`src/rtl/mc_pkg.sv`:
```
// Shared definitions for the multicycle CPU control unit: state encoding,
// instruction field constants, ALU operation codes and the control-word type.
package mc_pkg;

   typedef enum logic [3:0] {
      S_FETCH    = 4'd0,
      S_DECODE   = 4'd1,
      S_MEMADR   = 4'd2,
      S_MEMRD    = 4'd3,
      S_MEMWB    = 4'd4,
      S_MEMWR    = 4'd5,
      S_RTEXEC   = 4'd6,
      S_RTWB     = 4'd7,
      S_BEQ      = 4'd8,
      S_ADDIEXEC = 4'd9,
      S_ADDIWB   = 4'd10,
      S_JUMP     = 4'd11
   } state_t;

   localparam logic [5:0] OP_RTYPE = 6'b000000;
   localparam logic [5:0] OP_LW    = 6'b100011;
   localparam logic [5:0] OP_SW    = 6'b101011;
   localparam logic [5:0] OP_BEQ   = 6'b000100;
   localparam logic [5:0] OP_ADDI  = 6'b001000;
   localparam logic [5:0] OP_J     = 6'b000010;

   localparam logic [5:0] FN_ADD = 6'b100000;
   localparam logic [5:0] FN_SUB = 6'b100010;
   localparam logic [5:0] FN_AND = 6'b100100;
   localparam logic [5:0] FN_OR  = 6'b100101;
   localparam logic [5:0] FN_SLT = 6'b101010;

   localparam logic [2:0] ALU_AND = 3'b000;
   localparam logic [2:0] ALU_OR  = 3'b001;
   localparam logic [2:0] ALU_ADD = 3'b010;
   localparam logic [2:0] ALU_SUB = 3'b110;
   localparam logic [2:0] ALU_SLT = 3'b111;

   localparam logic [1:0] SRCB_REG    = 2'b00;
   localparam logic [1:0] SRCB_FOUR   = 2'b01;
   localparam logic [1:0] SRCB_IMM    = 2'b10;
   localparam logic [1:0] SRCB_IMM_SH = 2'b11;

   localparam logic [1:0] PCSRC_ALU    = 2'b00;
   localparam logic [1:0] PCSRC_ALUOUT = 2'b01;
   localparam logic [1:0] PCSRC_JUMP   = 2'b10;

   typedef struct packed {
      logic       pc_write;
      logic       pc_write_cond;
      logic       iord;
      logic       mem_read;
      logic       mem_write;
      logic       ir_write;
      logic       reg_write;
      logic       reg_dst;
      logic       mem_to_reg;
      logic       alu_src_a;
      logic [1:0] alu_src_b;
      logic [1:0] pc_src;
      logic [2:0] alu_ctrl;
      logic       instr_done;
      logic       illegal;
   } ctrl_t;

   // Every state starts from this word; only ALU defaults to a non-zero op.
   function automatic ctrl_t ctrl_idle();
      ctrl_t c;
      c          = '0;
      c.alu_ctrl = ALU_ADD;
      return c;
   endfunction

   // Fetch-cycle word before memory answers: read requested, nothing written.
   function automatic ctrl_t ctrl_fetch_wait();
      ctrl_t c;
      c           = ctrl_idle();
      c.mem_read  = 1'b1;
      c.alu_src_b = SRCB_FOUR;
      c.pc_src    = PCSRC_ALU;
      return c;
   endfunction

endpackage

```
`src/rtl/alu_decoder.sv`:
```
// Maps an R-type funct field to the ALU operation code and flags any
// funct value that has no defined operation.
module alu_decoder
   import mc_pkg::*;
(
   input  logic [5:0] funct,
   output logic [2:0] alu_ctrl,
   output logic       legal
);

   always_comb begin
      alu_ctrl = ALU_ADD;
      legal    = 1'b1;
      case (funct)
         FN_ADD:  alu_ctrl = ALU_ADD;
         FN_SUB:  alu_ctrl = ALU_SUB;
         FN_AND:  alu_ctrl = ALU_AND;
         FN_OR:   alu_ctrl = ALU_OR;
         FN_SLT:  alu_ctrl = ALU_SLT;
         default: legal    = 1'b0;
      endcase
   end

endmodule

```
`src/rtl/multicycle_controller.sv`:
```
// Main control FSM for a five-stage multicycle MIPS-style datapath; drives
// every datapath select/enable from the current state and decoded fields.
module multicycle_controller
   import mc_pkg::*;
#(
   parameter int MEM_WAIT = 1
) (
   input  logic       clk,
   input  logic       rst,
   input  logic [5:0] opcode,
   input  logic [5:0] funct,
   input  logic       zero,
   input  logic       mem_ready,
   output logic       pc_en,
   output logic       iord,
   output logic       mem_read,
   output logic       mem_write,
   output logic       ir_write,
   output logic       reg_write,
   output logic       reg_dst,
   output logic       mem_to_reg,
   output logic       alu_src_a,
   output logic [1:0] alu_src_b,
   output logic [1:0] pc_src,
   output logic [2:0] alu_ctrl,
   output logic       instr_done,
   output logic       illegal
);

   state_t     state;
   state_t     state_next;
   ctrl_t      ctrl;
   logic [2:0] rt_alu_ctrl;
   logic       funct_legal;
   logic       ready;

   assign ready = (MEM_WAIT == 0) ? 1'b1 : mem_ready;

   alu_decoder u_alu_decoder (
      .funct    (funct),
      .alu_ctrl (rt_alu_ctrl),
      .legal    (funct_legal)
   );

   always_ff @(posedge clk) begin
      if (rst) begin
         state <= S_FETCH;
      end else begin
         state <= state_next;
      end
   end

   always_comb begin
      ctrl       = ctrl_idle();
      state_next = state;
      case (state)
         S_FETCH: begin
            ctrl = ctrl_fetch_wait();
            if (ready) begin
               ctrl.ir_write = 1'b1;
               ctrl.pc_write = 1'b1;
               state_next    = S_DECODE;
            end
         end
         S_DECODE: begin
            // Branch target is precomputed here so BEQ can use ALUOut.
            ctrl.alu_src_b = SRCB_IMM_SH;
            case (opcode)
               OP_LW, OP_SW: state_next = S_MEMADR;
               OP_RTYPE: begin
                  if (funct_legal) begin
                     state_next = S_RTEXEC;
                  end else begin
                     ctrl.illegal = 1'b1;
                     state_next   = S_FETCH;
                  end
               end
               OP_BEQ:  state_next = S_BEQ;
               OP_ADDI: state_next = S_ADDIEXEC;
               OP_J:    state_next = S_JUMP;
               default: begin
                  ctrl.illegal = 1'b1;
                  state_next   = S_FETCH;
               end
            endcase
         end
         S_MEMADR: begin
            ctrl.alu_src_a = 1'b1;
            ctrl.alu_src_b = SRCB_IMM;
            state_next     = (opcode == OP_SW) ? S_MEMWR : S_MEMRD;
         end
         S_MEMRD: begin
            ctrl.mem_read = 1'b1;
            ctrl.iord     = 1'b1;
            if (ready) begin
               state_next = S_MEMWB;
            end
         end
         S_MEMWB: begin
            ctrl.reg_write  = 1'b1;
            ctrl.mem_to_reg = 1'b1;
            ctrl.instr_done = 1'b1;
            state_next      = S_FETCH;
         end
         S_MEMWR: begin
            ctrl.mem_write = 1'b1;
            ctrl.iord      = 1'b1;
            if (ready) begin
               ctrl.instr_done = 1'b1;
               state_next      = S_FETCH;
            end
         end
         S_RTEXEC: begin
            ctrl.alu_src_a = 1'b1;
            ctrl.alu_src_b = SRCB_REG;
            ctrl.alu_ctrl  = rt_alu_ctrl;
            state_next     = S_RTWB;
         end
         S_RTWB: begin
            ctrl.reg_write  = 1'b1;
            ctrl.reg_dst    = 1'b1;
            ctrl.instr_done = 1'b1;
            state_next      = S_FETCH;
         end
         S_BEQ: begin
            ctrl.alu_src_a     = 1'b1;
            ctrl.alu_src_b     = SRCB_REG;
            ctrl.alu_ctrl      = ALU_SUB;
            ctrl.pc_write_cond = 1'b1;
            ctrl.pc_src        = PCSRC_ALUOUT;
            ctrl.instr_done    = 1'b1;
            state_next         = S_FETCH;
         end
         S_ADDIEXEC: begin
            ctrl.alu_src_a = 1'b1;
            ctrl.alu_src_b = SRCB_IMM;
            state_next     = S_ADDIWB;
         end
         S_ADDIWB: begin
            ctrl.reg_write  = 1'b1;
            ctrl.instr_done = 1'b1;
            state_next      = S_FETCH;
         end
         S_JUMP: begin
            ctrl.pc_write   = 1'b1;
            ctrl.pc_src     = PCSRC_JUMP;
            ctrl.instr_done = 1'b1;
            state_next      = S_FETCH;
         end
         default: state_next = S_FETCH;
      endcase
      // While reset is held the datapath sees an idle fetch, so no write can leak.
      if (rst) begin
         ctrl       = ctrl_fetch_wait();
         state_next = S_FETCH;
      end
   end

   assign pc_en      = ctrl.pc_write | (ctrl.pc_write_cond & zero);
   assign iord       = ctrl.iord;
   assign mem_read   = ctrl.mem_read;
   assign mem_write  = ctrl.mem_write;
   assign ir_write   = ctrl.ir_write;
   assign reg_write  = ctrl.reg_write;
   assign reg_dst    = ctrl.reg_dst;
   assign mem_to_reg = ctrl.mem_to_reg;
   assign alu_src_a  = ctrl.alu_src_a;
   assign alu_src_b  = ctrl.alu_src_b;
   assign pc_src     = ctrl.pc_src;
   assign alu_ctrl   = ctrl.alu_ctrl;
   assign instr_done = ctrl.instr_done;
   assign illegal    = ctrl.illegal;

endmodule

```
`config.mk`:
```
export PLATFORM = sky130hd
export DESIGN_NAME = multicycle_controller
export DESIGN_NICKNAME = d
export VERILOG_FILES = /design/src/rtl/mc_pkg.sv /design/src/rtl/alu_decoder.sv /design/src/rtl/multicycle_controller.sv
export SDC_FILE = /design/constraint.sdc
export NUM_CORES = 1
export LEC_CHECK = 0
export ABC_AREA = 1
export BUFFER_PORTS_ARGS = -buffer_cell sky130_fd_sc_hd__buf_2
export CORE_UTILIZATION = 42
export CTS_CLUSTER_DIAMETER = 120
export DETAILED_ROUTE_END_ITERATION = 10
export GPL_ROUTABILITY_DRIVEN = 0
export PLACE_DENSITY_LB_ADDON = 0.05
export SLEW_MARGIN = 25
export SYNTH_ARGS = -nofsm -noshare
export SYNTH_HDL_FRONTEND = slang
export SYNTH_HIERARCHICAL = 1
export SYNTH_SLANG_ARGS = --single-unit
export TNS_END_PERCENT = 5
```
`constraint.sdc`:
```
create_clock -name clk -period 1.5 [get_ports clk]
set_input_delay 0.075 -clock clk [delete_from_list [all_inputs] [get_ports clk]]
set_output_delay 0.075 -clock clk [all_outputs]
set_load 0.01 [all_outputs]
```
==> run summary <==
Result of the run: complete, but fails checks
Failing checks: design-rule violations
Total Nets Final: 208
Top flop regs: state: 4 flops
Top post-synthesis cells by area: nand2_1 (18%), nor2_1 (15%), inv_1 (13%)
Fin crit period: 1480 ps
Num CTS Buffers: 3
Number of global-route vias before repair: 853
Clk Tree Root Cell: clkbuf_4
DR WL/cell: 10.1 um
Final antenna-violating net count: 0
CTS tree: done
Synth cell count leaders: nand2_1 (36), nor2_1 (30), inv_1 (26)
Top-count cell post-synth: nand2_1
Max FFs per register: 4
RSZ-0062 raised after global routing: yes
Max Clock Freq: 0.675 GHz
Final Slew Violations: 0
Synth cell types: 20
Largest net degree at the start of global routing: 13
Clock Tree Buf Depth: 2
Mapped Nets: 165
Synth Instances: 149
WL final: 2090 um
Clk_lat worst skew: 240 ps
Overall Global Routing Usage: 0.227
Reg2Reg Launch Point: state[0]
Largest family of logic cells by synthesized area: simple AND/OR/NAND/NOR gates
Share of layout cells above drive strength 1: 0.411
Sw Share: 0.387
Critical Path Source: state[0]
Global-route wire length before repair: 3400 um
Synth Area in Compound Gates: 0.109
Residual DRC: 2
Vias: 1010
Reg with most FFs: state
Syn. warnings: 6
Critical Path End Type: primary output
Initial antenna violation count: 0
Number of DRC markers in iteration 0: 15
Worst r2r path cells: 9
Clock transition at the registers of the reported paths: 40 ps
Boundary pin count: 34
Row Count: 14
Worst-path fanout max: 5
Measured slew at the worst slew-check pin: 244 ps
Sw power: 0.169 mW
R2r setup slk: 260 ps
Internal cell power: 0.269 mW
#FFs+latches synth: 4
Reg-to-reg endpoint: state[0]
Clock tree sinks: 4
Critical path class: reg2out
Logic pwr share: 0.403
# port buffers: 33
Arr. time, crit path: 1410 ps
Mux share of post-synthesis cell area: 0
Power density cells: 423 nW/um2
Cts hold-fix bufs: 0
Clock share of power: 0.330
Sequential share of power: 0.266
Area growth, synth to finish: 38.9%
Startpoint types: flop
Vias/cell: 4.90
Yosys top cell area share: 0.181
N_diodes: 0
Synth async-reset ratio: 0
Tcrit/Tclk final: 0.988
Skew final: 3.28 ps
Slew Limit Headroom: 0.837
# H-tree levels: 1
Post-Synth XOR/XNOR Area: 0
CP endpoint: illegal
EDFF count, synth: 0
Min-Delay Path Class: in2reg
# setup viols final: 0
Avg Inst Size Synth: 5.00 um2
Gr ovfl total: 0
Most used flip-flop cell after synthesis: dfxtp_1
Initial Util: 0.473
Simple-gate share of the synthesized area: 0.621
Synth Area in Adders: 0
Cell Area, Synth: 746 um2
Chip Width: 44.1 um
Max-cap check violation count: 0
Worst hold margin: 150 ps
Core Box Area: 1580 um2
DP Wirelength: 1550 um
Hold Violations, Final: 0
Drt pass-1 iters: 9
Pleak: 0.611 nW
Top cell type by total area after synthesis: nand2_1
Peak supply drop: 0.000291 V
Die height: 44.1 um
Die area: 1950 um2
Worst Path Required: 1420 ps
Seq/Total Area, Yosys: 0.107
Final core utilization: 0.657
worst min path at each step:
| stage | cells after the start | end | start | slack [ps] |
|---|---|---|---|---|
| 6_report | 2 | state[0] | rst | 150 |
| 5_1_grt | 2 | state[0] | rst | 170 |
| 4_1_cts | 2 | state[2] | rst | 140 |
| 3_5_place_dp | 2 | state[2] | rst | 400 |
| 3_3_place_gp | 2 | state[2] | rst | 400 |
| 2_1_floorplan | 1 | pc_src[1] | rst | 210 |
layer usage:
layer  global-route usage  routed length (um)  vias up  share of wire
li1                     -                   -      548              -
met1                0.314                1010      417           0.48
met2                0.356                 942       43           0.45
met3               0.0490                 115        2          0.055
met4               0.0545                  25        0          0.012
met5                    0                   0        -              0
power groups by stage:
stage	Sequential [mW]	Combinational, mW	Clock [mW]
3_3_place_gp	0.119	0.150	0
2_1_floorplan	0.118	0.0995	0
5_1_grt	0.118	0.198	0.154
3_5_place_dp	0.119	0.152	0
6_report	0.117	0.177	0.145
4_1_cts	0.118	0.153	0.146
critical path, cell delays in order, from the launching register on:
cell,delay (ps)
dfxtp_4,380
inv_2,60
nor2_4,190
nand2_2,90
inv_2,60
nand3_1,80
nor3b_2,150
buf_2,140
cell families after synthesis:
kind of cell           count (synthesis)
AOI/OAI and AO/OA                     14
DFF                                    4
buffers and inverters                 32
and+or+nand+nor                       99
per-stage QoR:
step	setup WS [ps]	power (mW)	TNS (ps)	area, um2	instances
after detailed placement	223	0.271	0	927	197
after CTS	-2.98	0.417	-2.98	952	200
final	17.5	0.438	0	1040	206
after global placement	209	0.270	0	927	197
after floorplan	286	0.217	0	746	149
after global routing	-77.0	0.469	-255	1040	206
area by class of cell:
cell class	count	area, um2
sequential	4	92.6
clock buffer	3	22.5
inverter	31	120
timing repair buffer	39	214
tap	16	20.0
multi-input combinational	113	567
fill	151	541
placed cells by master, fill, tap and decap left out, types with 2 or more instances in the layout:
master and count:
nand3_1 15, nor2_2 7, dfxtp_4 3, nand2_1 34, o21ai_0 3, nor2_4 4, nor3_1 2, buf_4 5
nor2_1 25, nand4_1 2, a21oi_1 7, clkbuf_4 3, nand2_2 7, buf_2 33, inv_1 22, inv_2 7
a21oi_2 2
what timing repair did:
item	in CTS	in global routing
gates cloned	0	0
setup endpoints to repair	2	8
buffers inserted	0	6
pin swaps	0	7
gates resized for setup	2	19
Note: power is estimated with default switching activity, not from simulation.
